[src/rtl/regfile_wb_queue_pkg.sv]
`default_nettype none
// ============================================================================
//  Module      : regfile_wb_queue_pkg
//  Description : Shared definitions for the register-file writeback queue:
//                register address width, the hard-wired zero register and
//                the queue entry layout {addr, data}.
//  Revision    : 1.0 - initial release
// ============================================================================
//  The entry data field is sized for the widest supported WIDTH; narrower
//  configurations store their data in the low bits and leave the rest zero.
// ============================================================================
package regfile_wb_queue_pkg;

    localparam int                    REG_ADDR_W    = 5;
    localparam logic [REG_ADDR_W-1:0] ZERO_REG      = '0;
    localparam int                    WB_DATA_MAX_W = 64;

    typedef struct packed {
        logic [REG_ADDR_W-1:0]    addr;
        logic [WB_DATA_MAX_W-1:0] data;
    } wb_entry_t;

endpackage : regfile_wb_queue_pkg
`default_nettype wire

[src/rtl/regfile_wb_match.sv]
`default_nettype none
// ============================================================================
//  Module      : regfile_wb_match
//  Description : Youngest-match search for one register read port against
//                the valid entries of the writeback queue.
//  Revision    : 1.0 - initial release
// ============================================================================
//  Ports
//    rd_ptr_i     in   queue head (oldest entry) index
//    count_i      in   queue occupancy at the start of the cycle
//    slot_addr_i  in   destination address held in every storage slot
//    raddr_i      in   read address issued by the pipeline
//    sel_o        out  one-hot slot select of the youngest matching entry,
//                      all zero when nothing matches or raddr_i is r0
// ============================================================================
module regfile_wb_match
    import regfile_wb_queue_pkg::*;
#(
    parameter int DEPTH = 4
) (
    input  logic [$clog2(DEPTH)-1:0] rd_ptr_i,
    input  logic [$clog2(DEPTH):0]   count_i,
    input  logic [REG_ADDR_W-1:0]    slot_addr_i [DEPTH],
    input  logic [REG_ADDR_W-1:0]    raddr_i,
    output logic [DEPTH-1:0]         sel_o
);

    localparam int PTR_W = $clog2(DEPTH);
    localparam int CNT_W = PTR_W + 1;

    logic [PTR_W-1:0] w_idx;

    // Walk from oldest to youngest; a later hit replaces an earlier one so
    // the surviving select always points at the youngest matching entry.
    always_comb begin
        sel_o = '0;
        w_idx = rd_ptr_i;
        if (raddr_i != ZERO_REG) begin
            for (int i = 0; i < DEPTH; i++) begin
                w_idx = rd_ptr_i + PTR_W'(i);
                if ((CNT_W'(i) < count_i) && (slot_addr_i[w_idx] == raddr_i)) begin
                    sel_o        = '0;
                    sel_o[w_idx] = 1'b1;
                end
            end
        end
    end

endmodule : regfile_wb_match
`default_nettype wire

[src/rtl/regfile_wb_queue.sv]
`default_nettype none
// ============================================================================
//  Module      : regfile_wb_queue
//  Description : In-order writeback queue in front of a register file. Accepts
//                (addr, data) writebacks, drains one per cycle unless held,
//                and flags reads that target a still-queued register.
//  Revision    : 1.0 - initial release
// ============================================================================
//  Configuration macro
//    REGFILE_WB_BYPASS_EN  defined   : pending reads are served from the
//                                      youngest queued entry (FwdkValid/Data)
//                          undefined : pending reads stall (Stallk), no
//                                      forwarding mux is built
//  Ports
//    Clk, Rst_n                       clock, synchronous active-low reset
//    InValid/InAddr/InData/InReady    writeback request handshake
//    WbHold                           pause draining
//    RegWrite/WriteRegister/WriteData register file write port
//    ReadRegister1/2                  read addresses being issued
//    Stall1/2, Fwd1/2Valid, Fwd1/2Data per-port hazard resolution
//    Count                            current occupancy
// ============================================================================
module regfile_wb_queue
    import regfile_wb_queue_pkg::*;
#(
    parameter int DEPTH = 4,
    parameter int WIDTH = 32
) (
    input  logic                   Clk,
    input  logic                   Rst_n,
    input  logic                   InValid,
    input  logic [REG_ADDR_W-1:0]  InAddr,
    input  logic [WIDTH-1:0]       InData,
    output logic                   InReady,
    input  logic                   WbHold,
    output logic                   RegWrite,
    output logic [REG_ADDR_W-1:0]  WriteRegister,
    output logic [WIDTH-1:0]       WriteData,
    input  logic [REG_ADDR_W-1:0]  ReadRegister1,
    input  logic [REG_ADDR_W-1:0]  ReadRegister2,
    output logic                   Stall1,
    output logic                   Stall2,
    output logic                   Fwd1Valid,
    output logic                   Fwd2Valid,
    output logic [WIDTH-1:0]       Fwd1Data,
    output logic [WIDTH-1:0]       Fwd2Data,
    output logic [$clog2(DEPTH):0] Count
);

    localparam int PTR_W = $clog2(DEPTH);
    localparam int CNT_W = PTR_W + 1;

    wb_entry_t             mem_q [DEPTH];
    logic [PTR_W-1:0]      rd_ptr_q, rd_ptr_d;
    logic [PTR_W-1:0]      wr_ptr_q, wr_ptr_d;
    logic [CNT_W-1:0]      count_q,  count_d;

    logic                  w_push;
    logic                  w_pop;
    wb_entry_t             w_new;
    logic [REG_ADDR_W-1:0] w_slot_addr [DEPTH];
    logic [WIDTH-1:0]      w_slot_data [DEPTH];
    logic [DEPTH-1:0]      w_sel1;
    logic [DEPTH-1:0]      w_sel2;
    logic                  w_pend1;
    logic                  w_pend2;

    // ------------------------------------------------------------------
    // Handshake and drain: both derived from registered occupancy only.
    // ------------------------------------------------------------------
    assign InReady  = (count_q != CNT_W'(DEPTH));
    assign w_pop    = (count_q != '0) && !WbHold;
    // Writes to r0 complete the handshake but are never stored.
    assign w_push   = InValid && InReady && (InAddr != ZERO_REG);
    assign RegWrite = w_pop;
    assign Count    = count_q;

    always_comb begin
        w_new                  = '0;
        w_new.addr             = InAddr;
        w_new.data[WIDTH-1:0]  = InData;
    end

    generate
        for (genvar gi = 0; gi < DEPTH; gi++) begin : g_slot
            assign w_slot_addr[gi] = mem_q[gi].addr;
            assign w_slot_data[gi] = mem_q[gi].data[WIDTH-1:0];
        end

        // The upper data bits of a narrow configuration are stored as zero
        // and never read; fold them into a sink so they stay accounted for.
        if (WIDTH < WB_DATA_MAX_W) begin : g_pad
            logic w_unused_pad;
            always_comb begin
                w_unused_pad = 1'b0;
                for (int i = 0; i < DEPTH; i++) begin
                    w_unused_pad = w_unused_pad ^ (^mem_q[i].data[WB_DATA_MAX_W-1:WIDTH]);
                end
            end
        end
    endgenerate

    assign WriteRegister = w_slot_addr[rd_ptr_q];
    assign WriteData     = w_slot_data[rd_ptr_q];

    // ------------------------------------------------------------------
    // Pointer / occupancy next state
    // ------------------------------------------------------------------
    always_comb begin
        rd_ptr_d = rd_ptr_q;
        wr_ptr_d = wr_ptr_q;
        count_d  = count_q;
        if (w_push) begin
            wr_ptr_d = wr_ptr_q + 1'b1;
        end
        if (w_pop) begin
            rd_ptr_d = rd_ptr_q + 1'b1;
        end
        case ({w_push, w_pop})
            2'b10:   count_d = count_q + 1'b1;
            2'b01:   count_d = count_q - 1'b1;
            default: count_d = count_q;
        endcase
    end

    always_ff @(posedge Clk) begin
        if (!Rst_n) begin
            rd_ptr_q <= '0;
            wr_ptr_q <= '0;
            count_q  <= '0;
        end else begin
            rd_ptr_q <= rd_ptr_d;
            wr_ptr_q <= wr_ptr_d;
            count_q  <= count_d;
        end
    end

    // Storage carries no reset; validity is defined by the pointers alone.
    always_ff @(posedge Clk) begin
        if (Rst_n && w_push) begin
            mem_q[wr_ptr_q] <= w_new;
        end
    end

    // ------------------------------------------------------------------
    // Read-port hazard search (state at start of cycle only)
    // ------------------------------------------------------------------
    regfile_wb_match #(
        .DEPTH (DEPTH)
    ) u_match1 (
        .rd_ptr_i    (rd_ptr_q),
        .count_i     (count_q),
        .slot_addr_i (w_slot_addr),
        .raddr_i     (ReadRegister1),
        .sel_o       (w_sel1)
    );

    regfile_wb_match #(
        .DEPTH (DEPTH)
    ) u_match2 (
        .rd_ptr_i    (rd_ptr_q),
        .count_i     (count_q),
        .slot_addr_i (w_slot_addr),
        .raddr_i     (ReadRegister2),
        .sel_o       (w_sel2)
    );

    assign w_pend1 = |w_sel1;
    assign w_pend2 = |w_sel2;

`ifdef REGFILE_WB_BYPASS_EN
    // Selects are one-hot, so an AND-OR mux picks the youngest entry.
    always_comb begin
        Fwd1Data = '0;
        Fwd2Data = '0;
        for (int i = 0; i < DEPTH; i++) begin
            if (w_sel1[i]) begin
                Fwd1Data = Fwd1Data | w_slot_data[i];
            end
            if (w_sel2[i]) begin
                Fwd2Data = Fwd2Data | w_slot_data[i];
            end
        end
    end

    assign Fwd1Valid = w_pend1;
    assign Fwd2Valid = w_pend2;
    assign Stall1    = 1'b0;
    assign Stall2    = 1'b0;
`else
    assign Fwd1Valid = 1'b0;
    assign Fwd2Valid = 1'b0;
    assign Fwd1Data  = '0;
    assign Fwd2Data  = '0;
    assign Stall1    = w_pend1;
    assign Stall2    = w_pend2;
`endif

endmodule : regfile_wb_queue
`default_nettype wire

[config.mk]
export PLATFORM = sky130hd
export DESIGN_NAME = regfile_wb_queue
export DESIGN_NICKNAME = d
export VERILOG_FILES = /design/src/rtl/regfile_wb_queue_pkg.sv /design/src/rtl/regfile_wb_match.sv /design/src/rtl/regfile_wb_queue.sv
export SDC_FILE = /design/constraint.sdc
export NUM_CORES = 1
export LEC_CHECK = 0
export BUFFER_PORTS_ARGS = -buffer_cell sky130_fd_sc_hd__buf_2
export CORE_UTILIZATION = 41
export CTS_CLUSTER_SIZE = 10
export DETAILED_ROUTE_END_ITERATION = 6
export GPL_ROUTABILITY_DRIVEN = 0
export MAX_ROUTING_LAYER = met4
export PLACE_DENSITY = 0.66
export SETUP_SLACK_MARGIN = 0.02
export SYNTH_ARGS = -nofsm -noshare
export SYNTH_HDL_FRONTEND = slang
export SYNTH_SLANG_ARGS = --single-unit
[constraint.sdc]
create_clock -name Clk -period 4.1 [get_ports Clk]
set_clock_uncertainty 0.05 [all_clocks]
set_input_delay 0.205 -clock Clk [delete_from_list [all_inputs] [get_ports Clk]]
set_output_delay 0.205 -clock Clk [all_outputs]
set_load 0.005 [all_outputs]
==> results.json, run 1 <==
{
  "outcome": "complete, no violations",
  "finalPower_mw": 4.778,
  "rows": 49,
  "ios": 161,
  "dieWidth_um": 137.9,
  "rsz0062_at_grt": "no",
  "grt_max_degree": 53,
  "track_usage": 0.1715,
  "htree_levels": 4,
  "numCtsBuffers": 17,
  "r2r_start": "Count[1]$_SDFFE_PN0P_",
  "grt-ovfl-total": 0,
  "syn_area_per_cell_um2": 15.73,
  "drive_gt1_frac": 0.2869,
  "endpoint_kind": "primary output",
  "max_freq_ghz": 0.2655,
  "relSlewSlack": 0.4951,
  "finalSetupTns_ps": 0,
  "final-setup-viol-count": 0,
  "synth_top_area_frac": 0.5872,
  "syn-instance-count": 481,
  "crit_path_cell_trace": "inv_1 > ha_1 > mux2_2 > xor2_1 > nand2_1 > or3_1 > nand2b_1 > o211a_1 > buf_2",
  "synth_cell_types": 51,
  "p_per_area_nw_per_um2": 534.6,
  "drc": 0,
  "fp.dieH_um": 137.9,
  "via_count": 4195,
  "async_flop_share": 0,
  "maxCapViolCount": 0,
  "yosysWarnings": 0,
  "ys_ff_latch": 155,
  "via_per_inst": 4.918,
  "hold_path_startpoint": "Rst_n",
  "r2r-end": "mem_q[0][25]$_DFFE_PP_",
  "synth_top_family_by_area": "multiplexers",
  "syn_area_um2": 7569,
  "place_inst": 785,
  "synth_xor_area_frac": 0.05670,
  "path_clk_slew_ps": 60,
  "syn_to_final_growth_pct": 18.09,
  "grt_pass1_wl_um": 23310,
  "cts_tree": "yes",
  "crit_arrival_ps": 3510,
  "wl_um": 14810,
  "hold_depth": 2,
  "hp-class": "input port to flop",
  "rr_worst_depth": 7,
  "slowest_stage": "ha_1",
  "required_ps": 3850,
  "cts-root-buf": "clkbuf_16",
  "antenna_found_initial": 0,
  "clk_path_buf_depth": 2,
  "drv_slew": 0,
  "yosysSeqAreaShare": 0.6057,
  "worst_pin_slew_ps": 750.4,
  "layout.cells.non_filler": 853,
  "first_iter_violations": 223,
  "rrSetupSlack_ps": 1210,
  "cp_slowest_stage_delay_ps": 760,
  "start_kind": "flop",
  "min_to": "rd_ptr_q[1]$_SDFFE_PN0P_",
  "coreArea_um2": 18020,
  "drtPass1Iterations": 4,
  "final_net_count": 679,
  "synthFlopType": "edfxtp_1",
  "port_buffers": 94,
  "ant_nets": 0,
  "yosys.area_share.adder": 0.02645,
  "start_util": 0.4199,
  "leakagePower_nw": 3.204,
  "insertedDiodeCount": 0,
  "timing.final.crit_share": 0.9185,
  "muxShareOfSynthArea": 0.1567,
  "synth_compound_area_frac": 0.02463,
  "grt_pass1_vias": 4512,
  "vdd_drop_max_uv": 321.3,
  "fin_crit_ps": 3766,
  "finalHoldViolCount": 0,
  "numClockSinks": 155,
  "worstSkewPairLatency_ps": 420,
  "synth-edff-count": 148,
  "synth-simple-area-share": 0.04282,
  "post_drt_wl_per_cell_um": 17.36,
  "dp_hpwl_um": 9950,
  "dieArea_um2": 19010,
  "crit_fanout": 24,
  "synth_area_leaders": "edfxtp_1, mux4_2, buf_4",
  "path_class": "flop to primary output",
  "yosys.area.top_type": "edfxtp_1"
}
cells in the final DEF, fill, tap and decap left out, types with 2 or more instances in the layout:
cell type | Yosys | final
conb_1 | 1 | 66
inv_1 | 8 | 8
nand2b_1 | 2 | 2
nand3_1 | 2 | 2
mux2i_1 | 26 | 26
o21ai_0 | 2 | 2
or4_1 | 3 | 3
mux4_2 | 32 | 32
or3_1 | 2 | 2
mux2i_4 | 4 | 4
o21ai_1 | 2 | 2
a21oi_1 | 9 | 9
and3_2 | 0 | 4
o2111ai_1 | 2 | 2
nor2_1 | 12 | 12
clkbuf_16 | 0 | 17
bufinv_16 | 0 | 2
ha_1 | 16 | 16
clkinv_2 | 0 | 3
mux2i_2 | 4 | 4
buf_2 | 3 | 94
xnor2_1 | 38 | 38
nor4_1 | 5 | 5
dfxtp_1 | 7 | 5
and2_1 | 4 | 4
mux2_2 | 3 | 3
buf_4 | 66 | 6
dlygate4sd3_1 | 0 | 37
clkinvlp_4 | 0 | 3
xor2_1 | 11 | 11
inv_6 | 0 | 2
a31oi_1 | 2 | 2
clkinv_1 | 0 | 3
nand2_1 | 12 | 12
nor2b_1 | 2 | 2
edfxtp_1 | 148 | 148
nor3_1 | 10 | 10
Yosys cell counts, types with 3 or more instances:
library cell / number
mux2i_1: 26
and2_1: 4
buf_4: 66
ha_1: 16
nor2_1: 12
mux2i_4: 4
mux4_2: 32
mux2_2: 3
or4_1: 3
edfxtp_1: 148
clkbuf_1: 13
xor2_1: 11
a21oi_1: 9
xnor2_1: 38
nor4_1: 5
mux2i_2: 4
buf_2: 3
nor3_1: 10
buf_1: 6
nand2_1: 12
and3_1: 4
dfxtp_1: 7
inv_1: 8
cell type report:
class                           instances  area, um^2
Clock buffer                           18       429.2
Clock inverter                         13       126.4
Fill cell                            1565        9087
Inverter                                8       30.03
Multi-Input combinational cell        292        2579
Sequential cell                       155        4589
Tap cell                              229       286.5
Timing Repair Buffer                  138       897.1
power by group:
part / total, mW / switching [mW] / internal (mW)
clock: 1.48 / 0.592 / 0.884
sequential: 1.93 / 0.0972 / 1.83
combinational: 1.37 / 0.694 / 0.679
repair_timing:
action                                 in CTS  in global routing
resized for setup                           0                  1
endpoints found under the hold margin     148                  0
buffers inserted                            0                  0
setup endpoints to repair                   0                  2
hold buffers                               37                  0
routing by layer:
layer  share of wire  track usage  vias up
li1                -            -     1937
met1            0.42       0.2005     2090
met2            0.51       0.2919      146
met3           0.052      0.03545       22
met4           0.016      0.06280        0
met5               0            -        -
flip-flops by register name, indices dropped and copies added (netlist names):
register,cells
rd_ptr_q,2
mem_q,148
Count,3
wr_ptr_q,2
kinds of logic (layout without fill, tap and decap cells):
group,after synthesis,in the layout
AOI/OAI and AO/OA,28,28
xor gates and xnor gates,49,49
adders and majority gates,16,16
buffers and inverters,99,177
DFF,155,155
muxes,71,71
other,1,66
and+or+nand+nor,62,62
worst max-delay path, delay by kind of cell (launching register included):
family	cells	cell delay [ps]
fa+ha+maj	1	760
xor+xnor	1	140
mux	1	440
flops	1	650
simple gates	3	640
compound gates	1	130
buf+inv	2	330
through the flow:
stage / setup slack [ps] / utilization / hold slack (ps) / cell area (um^2)
final: 334.2 / 0.4958 / 70.98 / 8937
after global routing: 56.37 / 0.4958 / 76.66 / 8937
after CTS: 261.1 / 0.4956 / 54.16 / 8934
after detailed placement: 708.7 / 0.4443 / 374.2 / 8008
after global placement: 724.4 / 0.4443 / 365.4 / 8008
after floorplan: 689.0 / - / 253.9 / 7812
worst max path at each step:
stage	startpoint	end	slack, ps	cells after the start
finish	rd_ptr_q[0]$_SDFFE_PN0P_	Stall2	330	9
global route	rd_ptr_q[0]$_SDFFE_PN0P_	Stall2	60	9
CTS	rd_ptr_q[0]$_SDFFE_PN0P_	Stall1	260	9
detailed placement	rd_ptr_q[0]$_SDFFE_PN0P_	Stall1	710	9
global placement	rd_ptr_q[0]$_SDFFE_PN0P_	Stall1	720	9
floorplan	rd_ptr_q[0]$_SDFFE_PN0P_	Stall2	690	12
Power figures use the tool's default switching activity.
==> run 2: changes to the inputs <==
clock period = 3.5 ns   (was 4.1 ns; I/O delays follow)
==> run 2 against run 1 <==
Worst setup slack got worse by 110 ps. Register-to-register slack lost 310 ps. Combinational power increased by 23%. Non-clock buffer count grew 4. Final area rose by 0.71%. Count of clock-buffer cells in the layout down 1. Sequential share of layout area fell by 0.36 points. Clock power is 12% higher. Final cell count rose by 0.59%. Largest cell class unchanged. Highest routed layer unchanged.
==> results.json, run 2 (synthesis gave the netlist of run 1 again) <==
{
  "antenna_found_initial": 0,
  "finalHoldViolCount": 0,
  "hp-class": "input port to flop",
  "first_iter_violations": 200,
  "grt_pass1_vias": 4263,
  "via_per_inst": 4.885,
  "fp.dieH_um": 137.9,
  "startpoint": "rd_ptr_q[0]$_SDFFE_PN0P_",
  "syn_to_final_growth_pct": 18.93,
  "drtPass1Iterations": 4,
  "dp_hpwl_um": 9983,
  "place_inst": 789,
  "numClockSinks": 155,
  "numCtsBuffers": 17,
  "largest_register": "mem_q",
  "dieArea_um2": 19010,
  "wl_um": 14610,
  "rsz0062_at_grt": "no",
  "drt-met1-wl_um": 5891,
  "grt-ovfl-total": 0,
  "track_usage": 0.1701,
  "grt_max_degree": 34,
  "via_count": 4191,
  "outcome": "complete, no violations",
  "largest_register_ffs": 148,
  "leakagePower_nw": 3.228,
  "ios": 161,
  "top_layer_used": "met4",
  "layout.cells.non_filler": 858,
  "cp_top_family": "multiplexers",
  "wl_met3_um": 818,
  "fin_crit_ps": 3276,
  "cts-root-buf": "clkbuf_16",
  "maxCapViolCount": 0,
  "crit_arrival_ps": 3050,
  "finalSetupTns_ps": 0,
  "crit_fanout": 18,
  "cts_resized": 0,
  "final-setup-viol-count": 0,
  "crit_path_cell_trace": "buf_4 > mux2i_1 > xnor2_1 > nor3_2 > a31oi_1 > nor4_1 > mux2i_1 > o31a_1 > buf_2",
  "port_buffers": 94,
  "r2r_start": "Count[1]$_SDFFE_PN0P_",
  "path_class": "flop to primary output",
  "dieWidth_um": 137.9,
  "grt_pass1_wl_um": 22940,
  "cp_common_cell": "mux2i_1",
  "cts_tree": "yes",
  "layout_common_cells": "edfxtp_1, buf_2, conb_1",
  "worst_pin_slew_ps": 851.3,
  "relSlewSlack": 0.4272,
  "timing.final.crit_share": 0.9361,
  "clk_path_buf_depth": 2,
  "hold_path_startpoint": "Rst_n",
  "coreArea_um2": 18020,
  "cts_setup_buffers": 0,
  "cp_slowest_stage_delay_ps": 450,
  "wl_met2_um": 7668,
  "drive_gt1_frac": 0.2989,
  "path_buf_inv": 2,
  "endpoint_kind": "primary output",
  "insertedDiodeCount": 0,
  "vdd_drop_max_uv": 425.3,
  "drc": 0,
  "worstSkewPairLatency_ps": 410,
  "rows": 49,
  "path_clk_slew_ps": 60,
  "drv_slew": 0,
  "final_util": 0.4994,
  "required_ps": 3270,
  "p_per_area_nw_per_um2": 616.2,
  "start_kind": "flop",
  "ant_nets": 0,
  "final_net_count": 683,
  "start_util": 0.4199,
  "slowest_stage": "mux2i_1",
  "layout_commonest_cell": "edfxtp_1",
  "htree_levels": 4,
  "max_freq_ghz": 0.3052,
  "post_drt_wl_per_cell_um": 17.03
}
run 2: what timing repair did:
item	4_1_cts	5_1_grt
hold buffers	37	0
setup endpoints to repair	0	0
hold endpoints to repair	148	0
run 2: metal layers:
metal  vias to the layer above  global-route usage
met2                       157              0.2886
met1                      2063              0.1983
li1                       1953                   -
met4                         0             0.05918
met5                         -                   -
met3                        18             0.03911
run 2: path summary, 6_finish.rpt:
kind,end,slack (ps),cells past startpoint
min,Count[2]$_SDFFE_PN0P_,50,2
max reg2reg,mem_q[0][21]$_DFFE_PP_,900,7
max,Stall1,220,9
min reg2reg,wr_ptr_q[1]$_SDFFE_PN0P_,520,2
run 2: final cells by class:
type	count	area, um^2
Clock buffer	17	425.4
Multi-Input combinational cell	292	2579
Fill cell	1546	9024
Sequential cell	155	4589
Inverter	8	30.03
Clock inverter	15	117.6
Tap cell	229	286.5
Timing Repair Buffer	142	973.4
run 2: where the power goes:
part	switching [mW]	leakage, nW	internal, mW
sequential	0.0674	1.40	2.14
combinational	0.856	1.57	0.819
clock	0.742	0.258	0.917
run 2: stage by stage:
| step | hold slack [ps] | power, mW | instance area (um^2) | worst slack (ps) |
|---|---|---|---|---|
| global route | 56.45 | 5.844 | 9001 | 48.35 |
| global placement | 336.2 | 3.876 | 8088 | 729.1 |
| detailed placement | 343.1 | 3.905 | 8088 | 666.9 |
| floorplan | 223.9 | 3.489 | 7812 | 119.0 |
| finish | 53.44 | 5.547 | 9001 | 223.6 |
| CTS | 44.04 | 5.603 | 9001 | 204.0 |
